[src/rtl/sram_arb_pkg.sv]
// Shared types and constants for the external async SRAM arbiter.
package sram_arb_pkg;

  localparam int unsigned ADDR_W_DEFAULT = 19;
  localparam int unsigned DATA_W         = 8;
  localparam int unsigned WCNT_W         = 4;

  localparam logic PORT0 = 1'b0;
  localparam logic PORT1 = 1'b1;

  typedef enum logic [1:0] {
    IDLE,
    SETUP,
    ACCESS,
    DONE
  } state_t;

endpackage

[src/rtl/rr_arb2.sv]
// Two-input arbiter; remembers the last winner so contended grants alternate.
module rr_arb2
  import sram_arb_pkg::*;
#(
  parameter int unsigned ROUND_ROBIN = 1
) (
  input  logic       clk,
  input  logic       reset,
  input  logic [1:0] req,
  input  logic       update,
  output logic [1:0] grant
);

  logic last_grant;

  // One-hot grant: a lone requester wins; contention goes to the port that did not win last
  always_comb begin
    grant = 2'b00;
    case (req)
      2'b01:   grant = 2'b01;
      2'b10:   grant = 2'b10;
      2'b11: begin
        if (ROUND_ROBIN != 0 && last_grant == PORT0) grant = 2'b10;
        else                                         grant = 2'b01;
      end
      default: grant = 2'b00;
    endcase
  end

  // Track the last winner; starts at port 1 so port 0 takes the first contended grant
  always_ff @(posedge clk or posedge reset) begin
    if (reset)                 last_grant <= PORT1;
    else if (update && |req)   last_grant <= grant[1];
  end

endmodule

[src/rtl/sram_arbiter.sv]
// Sequences the external 8-bit async SRAM and shares it between the 6502 core (port 0)
// and an auxiliary master (port 1). Strobes are decoded from the FSM state so an
// asynchronous reset releases the bus in the same cycle.
module sram_arbiter
  import sram_arb_pkg::*;
#(
  parameter int unsigned ADDR_W      = ADDR_W_DEFAULT,
  parameter int unsigned WAIT_CYCLES = 2,
  parameter int unsigned ROUND_ROBIN = 1
) (
  input  logic              clk,
  input  logic              reset,
  input  logic              p0_req,
  input  logic              p1_req,
  input  logic              p0_we,
  input  logic              p1_we,
  input  logic [ADDR_W-1:0] p0_addr,
  input  logic [ADDR_W-1:0] p1_addr,
  input  logic [DATA_W-1:0] p0_wdata,
  input  logic [DATA_W-1:0] p1_wdata,
  output logic              p0_ack,
  output logic              p1_ack,
  output logic [DATA_W-1:0] p0_rdata,
  output logic [DATA_W-1:0] p1_rdata,
  output logic [ADDR_W-1:0] sram_addr,
  output logic              sram_ce_n,
  output logic              sram_we_n,
  output logic              sram_oe_n,
  output logic [DATA_W-1:0] sram_dout,
  input  logic [DATA_W-1:0] sram_din,
  output logic              sram_oe,
  output logic              busy
);

  if (WAIT_CYCLES < 1 || WAIT_CYCLES > 15) begin : g_bad_wait
    $error("sram_arbiter: WAIT_CYCLES must be in 1..15");
  end

  state_t              state, state_nx;
  logic [1:0]          grant;
  logic                start;
  logic                gnt_q;
  logic                we_q;
  logic [ADDR_W-1:0]   addr_q;
  logic [DATA_W-1:0]   wdata_q;
  logic [WCNT_W-1:0]   wcnt;
  logic                last_beat;

  rr_arb2 #(
    .ROUND_ROBIN (ROUND_ROBIN)
  ) u_arb (
    .clk    (clk),
    .reset  (reset),
    .req    ({p1_req, p0_req}),
    .update (state == IDLE),
    .grant  (grant)
  );

  assign start     = (state == IDLE) && (grant != 2'b00);
  assign last_beat = (state == ACCESS) && (wcnt == '0);

  // State register
  always_ff @(posedge clk or posedge reset) begin
    if (reset) state <= IDLE;
    else       state <= state_nx;
  end

  // Next-state: IDLE -> SETUP -> ACCESS x WAIT_CYCLES -> DONE -> IDLE
  always_comb begin
    state_nx = state;
    case (state)
      IDLE:    if (start) state_nx = SETUP;
      SETUP:   state_nx = ACCESS;
      ACCESS:  if (wcnt == '0) state_nx = DONE;
      DONE:    state_nx = IDLE;
      default: state_nx = IDLE;
    endcase
  end

  // Transaction latch and wait-state counter
  always_ff @(posedge clk or posedge reset) begin
    if (reset) begin
      gnt_q   <= PORT0;
      we_q    <= 1'b0;
      addr_q  <= '0;
      wdata_q <= '0;
      wcnt    <= '0;
    end else begin
      if (start) begin
        gnt_q   <= grant[1];
        we_q    <= grant[1] ? p1_we    : p0_we;
        addr_q  <= grant[1] ? p1_addr  : p0_addr;
        wdata_q <= grant[1] ? p1_wdata : p0_wdata;
      end
      if (state == SETUP)
        wcnt <= WCNT_W'(WAIT_CYCLES - 1);
      else if (state == ACCESS && wcnt != '0)
        wcnt <= wcnt - WCNT_W'(1);
    end
  end

  // Read capture on the final strobe edge, into the granted port only
  always_ff @(posedge clk or posedge reset) begin
    if (reset) begin
      p0_rdata <= '0;
      p1_rdata <= '0;
    end else if (last_beat && !we_q) begin
      if (gnt_q == PORT1) p1_rdata <= sram_din;
      else                p0_rdata <= sram_din;
    end
  end

  // Strobe and handshake decode; sram_oe and sram_oe_n are never both active
  always_comb begin
    sram_ce_n = 1'b1;
    sram_we_n = 1'b1;
    sram_oe_n = 1'b1;
    sram_oe   = 1'b0;
    p0_ack    = 1'b0;
    p1_ack    = 1'b0;
    case (state)
      SETUP: begin
        sram_ce_n = 1'b0;
        sram_oe   = we_q;
        sram_oe_n = we_q;
      end
      ACCESS: begin
        sram_ce_n = 1'b0;
        sram_oe   = we_q;
        sram_we_n = !we_q;
        sram_oe_n = we_q;
      end
      DONE: begin
        sram_ce_n = 1'b0;
        sram_oe   = we_q;
        p0_ack    = (gnt_q == PORT0);
        p1_ack    = (gnt_q == PORT1);
      end
      default: ;
    endcase
  end

  assign sram_addr = addr_q;
  assign sram_dout = wdata_q;
  assign busy      = (state != IDLE);

endmodule

[config.mk]
export PLATFORM = sky130hd
export DESIGN_NAME = sram_arbiter
export DESIGN_NICKNAME = d
export VERILOG_FILES = /design/src/rtl/sram_arb_pkg.sv /design/src/rtl/rr_arb2.sv /design/src/rtl/sram_arbiter.sv
export SDC_FILE = /design/constraint.sdc
export NUM_CORES = 1
export LEC_CHECK = 0
export CAP_MARGIN = 20
export CORE_AREA = 2 2 94 96
export CTS_BUF_LIST = sky130_fd_sc_hd__clkbuf_8
export DETAILED_ROUTE_END_ITERATION = 10
export DIE_AREA = 0 0 96 98
export HOLD_SLACK_MARGIN = 0.05
export SYNTH_ARGS = -nofsm -noshare
export SYNTH_HDL_FRONTEND = slang
export SYNTH_SLANG_ARGS = --single-unit
[constraint.sdc]
create_clock -name clk -period 1.94 [get_ports clk]
set_clock_uncertainty 0.05 [all_clocks]
set_input_delay 0.291 -clock clk [delete_from_list [all_inputs] [get_ports clk]]
set_output_delay 0.291 -clock clk [all_outputs]
set_load 0.01 [all_outputs]
# Word level (Yosys, flattened, before mapping)
# Index checks and enable logic that the tools add are counted.
# W data, S select, Z words.
# word_totals
elab_cells	53
output_inout_bits	50
in_bits	68
ff_bits	52
# op_classes
bitwise_logic	1
n_reduce_logical	18
eq_ne	8
mux	16
addsub	1
# op_table
op	n
$mux W19	1
$eq A2 B2 Y1 const B	4
$mux W4	2
$mux W8	1
$pmux W2 S4	1
$mux W1	7
$mux W2	3
$pmux W2 S3	1
$reduce_and A2 Y1	3
$reduce_bool A2 Y1	3
$logic_and A1 B1 Y1	5
$eq A2 B1 Y1 const B	2
$logic_not A4 Y1	1
$ne A2 B2 Y1 const B	2
$reduce_bool A4 Y1	1
$reduce_or A2 Y1	2
$sub A4 B1 Y4 const B	1
$reduce_or A3 Y1	1
$logic_not A2 Y1	1
$logic_not A1 Y1	1
$not A1 Y1	1

# Logic depth before layout (Yosys ltp)
# depth
ltp_word	6
depth_mapped	7
depth_no_buf	5

# Cells and area by module
# Synthesis repeated with hierarchy kept, for this count alone.
# unflattened
hier_cells	214
area_unflattened_um2	2456.1
# modules_own_cells
module	cells_per_inst	area_per_inst_um2	seq_area_each_um2	instances
sram_arbiter	207	2396.0	1276.2	1
rr_arb2	7	60.1	26.3	1

# Worst setup path after synthesis
# No wires, ideal clock.
# synth_timing
kind	flip-flop to flip-flop
start	register wcnt[0]
end	register state[1]
path_stages_with_launch	6
n_path_buf	0
setup_ns	0.125
required_time_ns	1.765
setup_slack_ns	0.256
t_arrival_ns	1.509
period_less_slack_ns	1.684
cell_sequence	dfrtp_1 inv_1 ha_1 or3b_4 a22oi_4 mux2_2
# synth_via
elab_chain_len	3
# synth_rtl
element	line	rtl
from (decl)	sram_arbiter.sv:46	logic [WCNT_W-1:0] wcnt;
from (signal assigned)	sram_arbiter.sv:96	wcnt <= WCNT_W'(WAIT_CYCLES - 1);
from (signal assigned)	sram_arbiter.sv:98	wcnt <= wcnt - WCNT_W'(1);
$logic_not A4 Y1	sram_arbiter.sv:74	ACCESS: if (wcnt == '0) state_nx = DONE;
$ne A2 B2 Y1 (no source line)	n/a	
$reduce_and A2 Y1 (no source line)	n/a	
to (signal assigned)	sram_arbiter.sv:65	else state <= state_nx;
to (decl)	sram_arbiter.sv:39	state_t state, state_nx;
# No other way between the ends.
# A chain may end at the register's enable or synchronous reset.

# Final worst setup path
# layout_timing
start	register state[1]
end	output port sram_oe_n
# layout_via
elab_chain_len	3
word_cells_on_any_way	4
cone_classes	eq/ne (2); mux (1); reduce/logical (1)
# layout_rtl
element	line	rtl
$eq A2 B1 Y1 or $eq A2 B2 Y1 (tied branches)	sram_arbiter.sv:121	case (state)
$reduce_or A2 Y1 (no source line) (*)	n/a	
$mux W1 (*)	sram_arbiter.sv:121	
to (decl)	sram_arbiter.sv:28	output logic sram_oe_n,
# Mark *: on every way between the ends. The rest lies on a longest branch, timed or not.

==> metrics.md <==
| Metric | Value |
|---|---|
| Root buf cell | clkbuf_8 |
| Crit path DAT | between 1 and 1.5 ns |
| Final count of pins violating max slew | 0 |
| RR Endpoint | state[1]$_DFFE_PP0P_ |
| Cell taking the most area after synthesis | dfrtp_1 |
| Core ar. | 8470 µm² |
| Max Clk Rate | 552 MHz |
| Main flop type after synthesis | dfrtp_1 |
| Worst-Skew Late Latency | 0.30 ns |
| Initial antenna violation count | 0 |
| GRT Overall Usage | 12.5% |
| Syn_nets | 284 |
| DIE HEIGHT | 98 µm |
| GR met3 Demand/Resource | 4.17% |
| Synth unique cells | 33 |
| Starting DRC count in detailed routing | 51 |
| PD cells | ~1400 nW/µm² |
| Critical Path RT | 1.60 ns |
| H-tree depth | 2 |
| Antenna diode count | 0 |
| HPWL after detailed placement | 4.38 mm |
| WL per Instance | 12.8 µm |
| Leakage power | 0.00178 µW |
| Syn_area_per_cell | 11.6 µm² |
| Post-synth top cells | dfrtp_1 (51), nand2_1 (32), mux2i_1 (29), o21ai_0 (20), mux2_2 (17) |
| Kind of critical path | flip-flop to output pin |
| EDFF count, synth | 0 |
| GR peak layer | met2 |
| Status | finished, final reports clean |
| Hold_ws | ~0.28 ns |
| Max-slew headroom | 75.7% |
| Global route overflow | 0 |
| DRC viols | 0 |
| Max-capacitance violation count | 0 |
| Fin. Hold Viols | 0 |
| Vias in the first global route | 1,921 |
| Final Wtd Congestion | 0.731 |
| Dpl cell area | roughly 3800 µm² |
| Slew @ Worst Pin | 0.360 ns |
| Die ar. | 9410 µm² |
| Unrepaired setup endpoints after global routing | false |
| Horiz. Die Dim | 96 µm |
| Crit start category | flip-flop |
| HP Class | primary input to asynchronous set/reset pin |
| Crit-path max FO | 4 |
| Flops & latches, synth | 52 |
| Worst Setup End Kind | output pin |
| Ys Warns | 0 |
| Final worst-path cycle share | 93.3% |
| Number of clock sinks | 52 |
| Share of layout cells above drive strength 1 | 13.7% |
| Placed Cells | 433 |
| Syn Inst Count | between 200 and 250 |
| Largest net degree at the start of global routing | 53 |
| Port bufs | 117 |
| I/O Pins | 118 |
| Final Routed Wirelength | 5.68 mm |
| Initial Util | 28.7% |
| 1st-pass router iterations | 3 |
| Via density | 4.32 |
| Synth area leaders | dfrtp_1 (52%), mux2i_1 (12%), mux2_2 (7.9%) |
| Area grow syn2layout | 61.3% |
| CTS tree | yes |
| R2r setup slk | ~0.14 ns |
| Area share of the largest cell type after synthesis | a little over half |
| Worst-path clk slew | 0.10 ns |
| Asr flop ratio synth | 100% |
| Min cycle time layout | 1.81 ns |
| Most common cell in the netlist | dfrtp_1 |
| Worst reg2reg startpoint | wcnt[0]$_DFFE_PP0P_ |
| Sequential cell area fraction in the yosys report | 53.6% |
| Post-route insts no fill | 443 |
| Final setup vio count | 0 |
| Post-route setup TNS | 0 ns |
| First-pass GRT wire length | 9.31 mm |
| CTS Buf Count | 5 |
| Mapped cell area | 2430 µm² |
| Max VDD drop | 0.487 mV |
| Met1 Usage GRT | 15.3% |
| Via count | 1,915 |
| CTS max path bufs | 2 |
| Nets | ~400 |
| Finished layout cell area | 3920 µm² |
| Site Rows | 34 |
| R2R cell count | 5 |
| Final ANT Viol Nets | 0 |
| M2 GR Usage | 20.7% |
| Hold_buf cts | 0 |
## where the power goes
part | leakage (µW) | switching (µW) | internal (µW)
registers | 0.000630 | 294 | 1620
clock network | 0.0000548 | 369 | 389
logic | 0.00110 | 1190 | 1640
## worst max-delay path, stage by stage, from the launching register on
cell,delay [ns]
dfrtp_1,0.41
inv_1,0.09
ha_2,0.34
nand2b_1,0.05
dlygate4sd2_1,0.29
## stage by stage
stage | setup WS, ns | total power (µW) | utilization (%)
after global placement | 0.168 | 4780 | 44.8
after CTS | 0.0000270 | 5610 | 46.3
after global routing | 0.0355 | 5960 | 46.3
after floorplan | 0.256 | 3270 | -
final | 0.130 | 5500 | 46.3
after detailed placement | 0.139 | 4830 | 44.8
## kinds of logic after synthesis
| logic type | after synthesis | share of synthesized area [%] |
|---|---|---|
| fa+ha+maj | 6 | 3.09 |
| simple gates | 48 | 9.73 |
| buf+inv | 18 | 4.12 |
| mux | 46 | 19.8 |
| flops | 52 | 53.6 |
| compound gates | 40 | 9.68 |
## layout make-up
cell class | instances | area (µm²)
clock buffers | 5 | 68.8
clock inverters | 3 | 46.3
fillers | 827 | 4540
inverters | 7 | 26.3
multi-input cells | 140 | 1040
flip-flops and latches | 52 | 1300
well taps | 108 | 135
repair buffers | 128 | 1300
## layout by cell type, fill, tap and decap left out, types with 2 or more instances in the layout
cell / n
a21oi_1: 3
buf_12: 4
buf_4: 7
clkbuf_8: 5
clkdlybuf4s50_1: 110
dfrtp_1: 51
dlygate4sd2_1: 6
ha_1: 4
ha_2: 2
inv_1: 6
mux2_2: 17
mux2i_1: 29
nand2_1: 32
nor2_1: 4
nor2b_1: 2
o21ai_0: 20
o21ai_1: 9
## metal layers
metal,part of all wire (%),vias up
li1,-,969
met2,46,81
met3,8.9,5
met4,0.99,0
met5,0,-
met1,44,860
## registers in the layout, summed over array words and instances (netlist names)
register and count:
sram_addr 19, p0_rdata 8, p1_rdata 8, sram_dout 8
wcnt 4, state 2, gnt_q 1, u_arb.last_grant 1
we_q 1
## worst max-delay path by stage
stage / startpoint / to / slack (ns) / depth (start not counted)
floorplan: wcnt[0]$_DFFE_PP0P_ / state[1]$_DFFE_PP0P_ / 0.26 / 5
global placement: state[0]$_DFFE_PP0P_ / sram_oe / 0.17 / 4
detailed placement: p0_req / sram_addr[11]$_DFFE_PP0P_ / 0.14 / 5
CTS: state[0]$_DFFE_PP0P_ / p1_ack / 0.00003 / 3
global route: state[0]$_DFFE_PP0P_ / sram_oe_n / 0.04 / 4
finish: state[1]$_DFFE_PP0P_ / sram_oe_n / 0.13 / 4
## timing repair
item | 4_1_cts | 5_1_grt
pin swaps | 0 | 0
endpoints found under the setup margin | 7 | 1
resized for setup | 8 | 1
setup buffers | 2 | 0
cloned | 0 | 0
Power figures use the tool's default switching activity.
